## src/rtl/mult_pkg.sv

```systemverilog
// Shared constants and operation decode for the signed shift-add multiplier datapath.
package mult_pkg;

  localparam int DEFAULT_WIDTH = 8;

  typedef enum logic [1:0] {
    OP_NONE,
    OP_ADD,
    OP_SUB
  } op_e;

  // Sub takes precedence over Add; neither has any effect unless the multiplier LSB is set.
  function automatic op_e decode_op(input logic add, input logic sub, input logic m);
    op_e op;
    op = OP_NONE;
    if (m && sub) begin
      op = OP_SUB;
    end else if (m && add) begin
      op = OP_ADD;
    end
    return op;
  endfunction

endpackage

```

## src/rtl/mult_datapath_if.sv

```systemverilog
// Strobe/operand bundle between the multiplier control FSM and the datapath.
interface mult_datapath_if #(
  parameter int WIDTH = mult_pkg::DEFAULT_WIDTH
);

  logic             ClearA_LoadB;
  logic             Clr_Ld;
  logic             Shift;
  logic             Add;
  logic             Sub;
  logic [WIDTH-1:0] S;
  logic             M;
  logic             X;
  logic [WIDTH-1:0] Aval;
  logic [WIDTH-1:0] Bval;

  modport master (
    output ClearA_LoadB, Clr_Ld, Shift, Add, Sub, S,
    input  M, X, Aval, Bval
  );

  modport slave (
    input  ClearA_LoadB, Clr_Ld, Shift, Add, Sub, S,
    output M, X, Aval, Bval
  );

endinterface

```

## src/rtl/adder_9bit.sv

```systemverilog
// Ripple-carry add/subtract unit: s = a + b, or a - b when sub is high (two's complement).
module adder_9bit #(
  parameter int W = 9
) (
  input  logic [W-1:0] a,
  input  logic [W-1:0] b,
  input  logic         sub,
  output logic [W-1:0] s
);

  logic [W-1:0] b_eff;

  assign b_eff = b ^ {W{sub}};

  // Carry-in of each stage is the majority of the previous stage's inputs; the final carry-out is
  // never formed because the result is modulo 2^W.
  for (genvar gi = 0; gi < W; gi++) begin : g_fa
    logic c_in;
    if (gi == 0) begin : g_first
      assign c_in = sub;
    end else begin : g_chain
      assign c_in = (a[gi-1] & b_eff[gi-1]) |
                    (g_fa[gi-1].c_in & (a[gi-1] ^ b_eff[gi-1]));
    end
    assign s[gi] = a[gi] ^ b_eff[gi] ^ c_in;
  end

endmodule

```

## src/rtl/mult_datapath.sv

```systemverilog
// X/A/B register datapath of the signed shift-add multiplier: single-cycle add-then-shift per step.
module mult_datapath
  import mult_pkg::*;
#(
  parameter int WIDTH = DEFAULT_WIDTH
) (
  input  logic          Clk,
  input  logic          Reset,
  mult_datapath_if.slave bus
);

  localparam int AW = WIDTH + 1;

  logic             x_reg, x_next;
  logic [WIDTH-1:0] a_reg, a_next;
  logic [WIDTH-1:0] b_reg, b_next;

  logic [AW-1:0]    ext_a;
  logic [AW-1:0]    ext_s;
  logic [AW-1:0]    addend;
  logic [AW-1:0]    sum9;
  logic             sub_en;
  logic             load;
  op_e              op;

  // The button load is only honoured while the FSM is idle; the FSM load always wins.
  assign load = bus.Clr_Ld |
                (bus.ClearA_LoadB & ~bus.Shift & ~bus.Add & ~bus.Sub);

  always_comb begin
    op     = decode_op(bus.Add, bus.Sub, b_reg[0]);
    ext_a  = {a_reg[WIDTH-1], a_reg};
    ext_s  = {bus.S[WIDTH-1], bus.S};
    addend = (op == OP_NONE) ? '0 : ext_s;
    sub_en = (op == OP_SUB);
  end

  adder_9bit #(
    .W (AW)
  ) u_adder (
    .a   (ext_a),
    .b   (addend),
    .sub (sub_en),
    .s   (sum9)
  );

  always_comb begin
    x_next = x_reg;
    a_next = a_reg;
    b_next = b_reg;
    if (load) begin
      x_next = 1'b0;
      a_next = '0;
      b_next = bus.S;
    end else if (bus.Shift) begin
      // The 9-bit sum is shifted as a whole, so its sign bit refills both X and A's MSB.
      x_next = sum9[AW-1];
      a_next = sum9[AW-1:1];
      b_next = {sum9[0], b_reg[WIDTH-1:1]};
    end else if (bus.Add || bus.Sub) begin
      x_next = sum9[AW-1];
      a_next = sum9[WIDTH-1:0];
    end
  end

  always_ff @(posedge Clk) begin
    if (Reset) begin
      x_reg <= 1'b0;
      a_reg <= '0;
      b_reg <= '0;
    end else begin
      x_reg <= x_next;
      a_reg <= a_next;
      b_reg <= b_next;
    end
  end

  assign bus.M    = b_reg[0];
  assign bus.X    = x_reg;
  assign bus.Aval = a_reg;
  assign bus.Bval = b_reg;

endmodule

```

## src/flat_wrapper.sv

```systemverilog
// flat-port wrapper written by rule: the top's interface ports become plain ports
module mult_datapath_flat import mult_pkg::*;
#(
  parameter int WIDTH = DEFAULT_WIDTH
)
  (Clk, Reset, bus_ClearA_LoadB, bus_Clr_Ld, bus_Shift, bus_Add, bus_Sub, bus_S, bus_M, bus_X, bus_Aval, bus_Bval);
  mult_datapath_if #(.WIDTH(WIDTH)) bus_i ();
  input  logic Clk;
  input  logic Reset;
  input wire logic [$bits(bus_i.ClearA_LoadB)-1:0] bus_ClearA_LoadB;
  input wire logic [$bits(bus_i.Clr_Ld)-1:0] bus_Clr_Ld;
  input wire logic [$bits(bus_i.Shift)-1:0] bus_Shift;
  input wire logic [$bits(bus_i.Add)-1:0] bus_Add;
  input wire logic [$bits(bus_i.Sub)-1:0] bus_Sub;
  input wire logic [$bits(bus_i.S)-1:0] bus_S;
  output wire logic [$bits(bus_i.M)-1:0] bus_M;
  output wire logic [$bits(bus_i.X)-1:0] bus_X;
  output wire logic [$bits(bus_i.Aval)-1:0] bus_Aval;
  output wire logic [$bits(bus_i.Bval)-1:0] bus_Bval;
  assign bus_i.ClearA_LoadB = bus_ClearA_LoadB;
  assign bus_i.Clr_Ld = bus_Clr_Ld;
  assign bus_i.Shift = bus_Shift;
  assign bus_i.Add = bus_Add;
  assign bus_i.Sub = bus_Sub;
  assign bus_i.S = bus_S;
  assign bus_M = bus_i.M;
  assign bus_X = bus_i.X;
  assign bus_Aval = bus_i.Aval;
  assign bus_Bval = bus_i.Bval;
  mult_datapath #(.WIDTH(WIDTH)) u_core (.Clk(Clk), .Reset(Reset), .bus(bus_i));
endmodule
```

## config.mk

```make
export PLATFORM = sky130hd
export DESIGN_NAME = mult_datapath_flat
export DESIGN_NICKNAME = d
export VERILOG_FILES = /design/src/rtl/mult_pkg.sv /design/src/rtl/mult_datapath_if.sv /design/src/rtl/adder_9bit.sv /design/src/rtl/mult_datapath.sv /design/src/flat_wrapper.sv
export SDC_FILE = /design/constraint.sdc
export NUM_CORES = 1
export LEC_CHECK = 0
export BUFFER_PORTS_ARGS = -buffer_cell sky130_fd_sc_hd__clkbuf_2
export CORE_AREA = 3 3 56 58
export CTS_CLUSTER_DIAMETER = 30
export CTS_CLUSTER_SIZE = 14
export DETAILED_ROUTE_END_ITERATION = 16
export DIE_AREA = 0 0 59 61
export PLACE_DENSITY = 0.7
export SYNTH_ARGS = -nofsm -noshare
export SYNTH_HDL_FRONTEND = slang
export SYNTH_SLANG_ARGS = --single-unit
```

## constraint.sdc

```tcl
create_clock -name Clk -period 5.3 [get_ports Clk]
set_clock_uncertainty 0.2 [all_clocks]
set_input_delay 1.59 -clock Clk [delete_from_list [all_inputs] [get_ports Clk]]
set_output_delay 1.59 -clock Clk [all_outputs]
set_load 0.05 [all_outputs]
```

# --- After elaboration in Yosys (flattened, before gate mapping) ---
# Index checks and enable logic that the tools add are counted.
totals:
  memories: 0
  mem_bits_rw: 0
  mem_bits_ro: 0
  latch_bits: 0
  regBits: 17
  out_inout_bits: 18
op_classes:
  n_addsub: 0
  n_mul: 0
  bitwise: 50
  order_cmp: 0
  n_mux: 9
  reduce_logical: 7
  shift: 0
  eq_ne: 1
  n_div: 0
ops:
  columns: ["operator", "n"]
  rows:
  - ["2-to-1 mux 8 bit", 4]
  - ["AND 1 bit", 19]
  - ["bitwise XOR 1 bit", 18]
  - ["2-to-1 mux 9 bit", 1]
  - ["OR 1 bit", 9]
  - ["bitwise XOR 9 bit", 1]
  - ["nonzero test 2 bit", 2]
  - ["2-to-1 mux 1 bit", 3]
  - ["NOT 1 bit", 3]
  - ["equality test 2 bit (second input constant)", 1]
  - ["logical AND 1 bit", 2]
  - ["zero test 2 bit", 1]
  - ["2-to-1 mux 2 bit", 1]
  - ["OR reduction 2 bit", 1]
  - ["logical OR 1 bit", 1]

# --- Longest topological paths before layout ---
depth:
  depth_word: 26
  mapped_depth: 15
  mapped_depth_nobuf: 14

# --- Hierarchy ---
# From an unflattened synthesis, not the netlist that was laid out.
unflattened:
  cells_unflattened: 130
  hier_area_um2: 1302.5
by_module_without_submodules:
  columns: ["module", "area_per_inst_um2", "cells_each", "n_inst"]
  rows:
  - ["mult_datapath", 987.2, 97, 1]
  - ["adder_9bit", 315.3, 33, 1]

# --- Worst setup path before layout ---
# OpenSTA, ideal clock, no wires.
synth_timing:
  path_kind: "input port to flip-flop"
  start: "in bus_Sub"
  end: "reg u_core.a_reg[7] (netlist: u_core.bus.Aval[7])"
  arrival_ns: 5.213
  stages: 15
  setup_ns: 0.070
  slack_ns: -0.183
  cell_sequence: "buf_6 nor2b_1 mux2_2 nand2_1 fa_1 fa_1 fa_1 fa_1 inv_1 fa_1 inv_1 fa_1 fa_1 a211o_1 a21oi_1"
synth_between:
  elab_chain_cells: 24
  word_cells_on_any_way: 49
synth_lines:
  columns: ["element", "line_no", "rtl"]
  rows:
  - ["from (decl)", "flat_wrapper.sv:14", "input wire logic [$bits(bus_i.Sub)-1:0] bus_Sub;"]
  - ["logical AND 1 bit", "mult_pkg.sv:16", "if (m && sub) begin"]
  - ["2-to-1 mux 2 bit", "mult_pkg.sv:16", null]
  - ["zero test 2 bit", "mult_datapath.sv:34", "addend = (op == OP_NONE) ? '0 : ext_s;"]
  - ["2-to-1 mux 9 bit", "mult_datapath.sv:34", null]
  - ["bitwise XOR 9 bit", "adder_9bit.sv:13", "assign b_eff = b ^ {W{sub}};"]
  - ["bitwise XOR 1 bit", "adder_9bit.sv:23", "(g_fa[gi-1].c_in & (a[gi-1] ^ b_eff[gi-1]));"]
  - ["AND 1 bit", "adder_9bit.sv:23", null]
  - ["OR 1 bit", "adder_9bit.sv:22", "assign c_in = (a[gi-1] & b_eff[gi-1]) |"]
  - ["[... 8 more ...]", null, null]
  - ["AND 1 bit", "adder_9bit.sv:23", null]
  - ["OR 1 bit", "adder_9bit.sv:22", null]
  - ["AND 1 bit", "adder_9bit.sv:23", null]
  - ["OR 1 bit", "adder_9bit.sv:22", null]
  - ["AND 1 bit", "adder_9bit.sv:23", null]
  - ["OR 1 bit", "adder_9bit.sv:22", null]
  - ["bitwise XOR 1 bit", "adder_9bit.sv:25", "assign s[gi] = a[gi] ^ b_eff[gi] ^ c_in;"]
  - ["2-to-1 mux 8 bit", "mult_datapath.sv:55", "end else if (bus.Shift) begin"]
  - ["to (signal assigned)", "mult_datapath.sv:73", "a_reg <= a_next;"]
  - ["to (decl)", "mult_datapath.sv:15", "logic [WIDTH-1:0] a_reg, a_next;"]
# Several ways; a longest one is shown, not always the timed one. The select of a mux whose other input is x is not followed.
# A chain may end at the register's enable or synchronous reset.

# --- Worst setup path after layout ---
layout_timing:
  start: "in bus_Add"
  end: "reg u_core.a_reg[7] (netlist: u_core.bus.Aval[7])"
layout_between:
  elab_chain_cells: 25
  word_cells_on_any_way: 51
layout_lines:
  columns: ["element", "line_no", "rtl"]
  rows:
  - ["from (decl)", "flat_wrapper.sv:13", "input wire logic [$bits(bus_i.Add)-1:0] bus_Add;"]
  - ["logical AND 1 bit", "mult_pkg.sv:18", "end else if (m && add) begin"]
  - ["2-to-1 mux 1 bit", "mult_pkg.sv:18", null]
  - ["2-to-1 mux 2 bit", "mult_pkg.sv:16", null]
  - ["zero test 2 bit", "mult_datapath.sv:34", null]
  - ["2-to-1 mux 9 bit", "mult_datapath.sv:34", null]
  - ["bitwise XOR 9 bit", "adder_9bit.sv:13", null]
  - ["bitwise XOR 1 bit", "adder_9bit.sv:23", null]
  - ["AND 1 bit", "adder_9bit.sv:23", null]
  - ["[... 9 more ...]", null, null]
  - ["AND 1 bit", "adder_9bit.sv:23", null]
  - ["OR 1 bit", "adder_9bit.sv:22", null]
  - ["AND 1 bit", "adder_9bit.sv:23", null]
  - ["OR 1 bit", "adder_9bit.sv:22", null]
  - ["AND 1 bit", "adder_9bit.sv:23", null]
  - ["OR 1 bit", "adder_9bit.sv:22", null]
  - ["bitwise XOR 1 bit", "adder_9bit.sv:25", null]
  - ["2-to-1 mux 8 bit", "mult_datapath.sv:55", null]
# Several ways; a longest one is shown, not always the timed one. The select of a mux whose other input is x is not followed.

==> out/results.env <==
RUN_STATUS='completed'
H-TREE-DEPTH=1
HOLD_PATH.CLASS='reg -> reg'
POWERDENSITY_mW_PER_MM2=212
SYNTH.DISTINCT_CELLS=32
GRT_FIRST_PASS_WIRELENGTH_MM=4.67
USE_MET2_PCT=31.9
YS_SEQ_ELEMENTS=17
GRT-BUSIEST-LAYER='met2'
LAYOUT_COMMONEST_CELL='sky130_fd_sc_hd__clkbuf_2'
CTS_HOLD_BUFFERS=0
ENDPOINT_KIND='register'
PATH_CLASS='in -> reg'
VIAS=1089
CRITICAL-PATH-SLOWEST-CELL='sky130_fd_sc_hd__fa_1'
FINAL.HOLD.WORST_SLACK_NS=0.263
CP-START-KIND='input pin'
MAX_FREQ_GHz=0.199
SYN_AREA_PER_CELL_SQ_UM=8.77
SYNTH_LARGEST_TYPE_AREA_FRACTION_PCT=28.8
YOSYSWARNINGCOUNT=0
CLOCK_TREE.ROOT_CELL='sky130_fd_sc_hd__clkbuf_4'
CELLLEAKAGEPOWER_nW=0.549
CLKLATENCYLATEPIN_NS=0.31
FINAL_MIN_PERIOD_OVER_CLOCK_PERIOD_PCT=95.0
MOST-COMMON-LAYOUT-CELLS='sky130_fd_sc_hd__clkbuf_2, sky130_fd_sc_hd__dfxtp_1, sky130_fd_sc_hd__a21oi_1, sky130_fd_sc_hd__inv_1, sky130_fd_sc_hd__o21ai_0'
SLOWEST_DELAY_NS=0.45
FINAL_NETS=190
DRT-VIAS-PER-INSTANCE=5.53
GRT_SETUP_UNREPAIRED='no'
START_UTIL_PCT=43.7
FINAL_MAX_SLEW_VIOL_COUNT=0
WORST_SLEW_PIN_SLEW_NS=0.474
CRIT_REQUIRED_NS=5.34
IOPINCOUNT=33
GROUTE.USAGE.OVERALL_PCT=17.4
SYNTHESIS.NETS=158
FIN_CRIT_NS=5.04
DRT_PASS1_ITERATIONS=4
POST_SYNTH_MAIN_AREA_CONTRIBUTORS='sky130_fd_sc_hd__dfxtp_1, sky130_fd_sc_hd__fa_1, sky130_fd_sc_hd__a21oi_1'
INSERTEDDIODECOUNT=0
DIE_HEIGHT_MICRONS=61
DR.FIRST_ITER.DRC_COUNT=56
CORE_SQ_MM=0.00271
POSTSYNTHCELLCOUNT=135
GRT_START_MAX_NET_PINS=24
SYN_TO_FINAL_GROWTH_PCT=19.5
SYNTH-SEQ-AREA-SHARE_PCT=28.8
REMAINING_ROUTING_DRC_VIOLATIONS=0
INITIAL_ANTENNA_VIOLATION_COUNT=0
FINISH.UTILIZATION_PCT=52.2
MET1_USAGE_PCT=20.1
CTS_BUFFERS=3
SYNTH.CELL_AREA_SQ_MM=0.00118
FINAL-SETUP-VIOL-COUNT=0
CRIT_ARRIVAL_NS=5.08
CTS_BUFFER_DEPTH=2
BUFFER_PORTS.INSERTED=32
ANT_NETS=0
FINALWIRELENGTH_MM=2.80
SHARE_OF_POST_ROUTE_CELLS_WITH_DRIVE_STRENGTH_ABOVE_1_PCT=31.9
DETAIL_ROUTE.WL_PER_CELL_MICRONS=14.2
PLACE.GP.CONGESTION=0.853
GRT_OVERFLOW=0
USE_MET3_PCT=1.91
TRITONCTS='yes'
CTS_SINKS=17
DIE_AREA_SQ_MM=0.00360
CRIT_CHAIN='clkbuf_2 -> nor2b_4 -> mux2_2 -> nand2_1 -> fa_2 -> fa_1 -> fa_1 -> fa_1 -> inv_1 -> fa_1 -> inv_1 -> fa_2 -> fa_1 -> a211o_1 -> a21oi_1'
DIE_X_MICRONS=59
HOLD_VIOL=0
ROWS=19
HPWL_MM=2.23
IR_DROP_uV=141
REL_SLEW_SLACK_PCT=68.4
CRITICAL_PATH_PEAK_FANOUT=4
FIRST_GLOBAL_VIAS=1030
CTS.REPORTEDPATHS.CLKPINSLEW_NS=0.10
PATH_COMMON_CELL='sky130_fd_sc_hd__fa_1'
YOSYS.AREA.TOP_TYPE='sky130_fd_sc_hd__dfxtp_1'
MAX-CAP-VIOLATIONS=0
[final timing paths]
path	start	to	slack (ns)	cells after the start
setup / recovery	bus_Add	u_core.bus.Aval[7]	0.26	15
hold / removal	u_core.bus.X	u_core.bus.X	0.26	2
hold reg to reg	u_core.bus.X	u_core.bus.X	0.26	2
setup reg to reg	u_core.bus.Bval[0]	u_core.bus.Aval[7]	1.28	12
[final cells by class]
type	instances	area [sq um]
clock inverters	1	5.00
multi-input cells	96	753
fillers	275	1300
flip-flops and latches	17	340
repair buffers	40	220
clock buffers	3	22.5
well taps	31	38.8
inverters	9	33.8
[stage by stage]
stage	setup WS (ns)	setup TNS, ns	instances	total power, mW	instance area (sq um)
after floorplan	0.0250	0	135	0.205	1200
after global placement	-0.00104	-0.00104	193	0.226	1380
after detailed placement	-0.151	-0.198	193	0.227	1380
after CTS	0.190	0	197	0.301	1410
after global routing	0.0442	0	197	0.316	1410
final	0.263	0	197	0.299	1410
[critical path: cells and delay by family]
| kind | cells | cell delay (ns) |
|---|---|---|
| buffers and inverters | 3 | 0.24 |
| AOI/OAI and AO/OA | 2 | 0.40 |
| adders and majority gates | 7 | 2.47 |
| muxes | 1 | 0.14 |
| and+or+nand+nor | 2 | 0.22 |
[repair_timing]
action / CTS / global route
buffers inserted: 0 / 0
hold endpoints to repair: 0 / 0
setup endpoints to repair: 0 / 1
resized for setup: 0 / 1
[Yosys cell counts]
library cell               number
sky130_fd_sc_hd__a32oi_1        5
sky130_fd_sc_hd__clkbuf_1       4
sky130_fd_sc_hd__a21oi_1       14
sky130_fd_sc_hd__o211ai_1       2
sky130_fd_sc_hd__or3b_1         1
sky130_fd_sc_hd__buf_2          6
sky130_fd_sc_hd__nor3_1         7
sky130_fd_sc_hd__nor2b_1        5
sky130_fd_sc_hd__nor4b_1        1
sky130_fd_sc_hd__buf_4          1
sky130_fd_sc_hd__a211oi_2       1
sky130_fd_sc_hd__nor3b_1        1
sky130_fd_sc_hd__a211oi_1       2
sky130_fd_sc_hd__clkbuf_2       1
sky130_fd_sc_hd__or3_1          3
sky130_fd_sc_hd__nand2b_1       7
sky130_fd_sc_hd__nor2_1         1
sky130_fd_sc_hd__fa_1           8
sky130_fd_sc_hd__inv_1          9
sky130_fd_sc_hd__nand4b_1       1
sky130_fd_sc_hd__mux2_2         5
sky130_fd_sc_hd__buf_6          1
sky130_fd_sc_hd__mux2i_1        4
sky130_fd_sc_hd__and2_1         1
sky130_fd_sc_hd__a21o_1         1
sky130_fd_sc_hd__dfxtp_1       17
sky130_fd_sc_hd__a211o_1        6
sky130_fd_sc_hd__nand2_1        8
sky130_fd_sc_hd__o21ai_0        9
sky130_fd_sc_hd__xor2_1         1
sky130_fd_sc_hd__or2_1          1
sky130_fd_sc_hd__nand3_1        1
[report_power, final]
group	switching, mW	internal (mW)
Combinational	0.0546	0.0300
Clock	0.0465	0.0283
Sequential	0.00591	0.134
[flip-flops by register name, indices dropped and copies added (netlist names)]
register,cells
u_core.bus.X,1
u_core.bus.Aval,8
u_core.bus.Bval,8
[cells by family (layout without fill, tap and decap cells)]
kind of cell / count (synthesis) / after routing / synth area share [%]
buf+inv: 22 / 53 / 8.67
xor+xnor: 1 / 1 / 0.740
flops: 17 / 17 / 28.8
fa+ha+maj: 8 / 8 / 13.5
compound gates: 40 / 40 / 22.1
mux: 9 / 9 / 8.14
simple gates: 38 / 38 / 18.1
[routing by layer]
layer	share of wire [%]	up-vias
met5	0	-
met4	2.1	0
met3	4.5	5
met2	51	24
li1	-	536
met1	42	524
(Power assumes the default switching activity.)
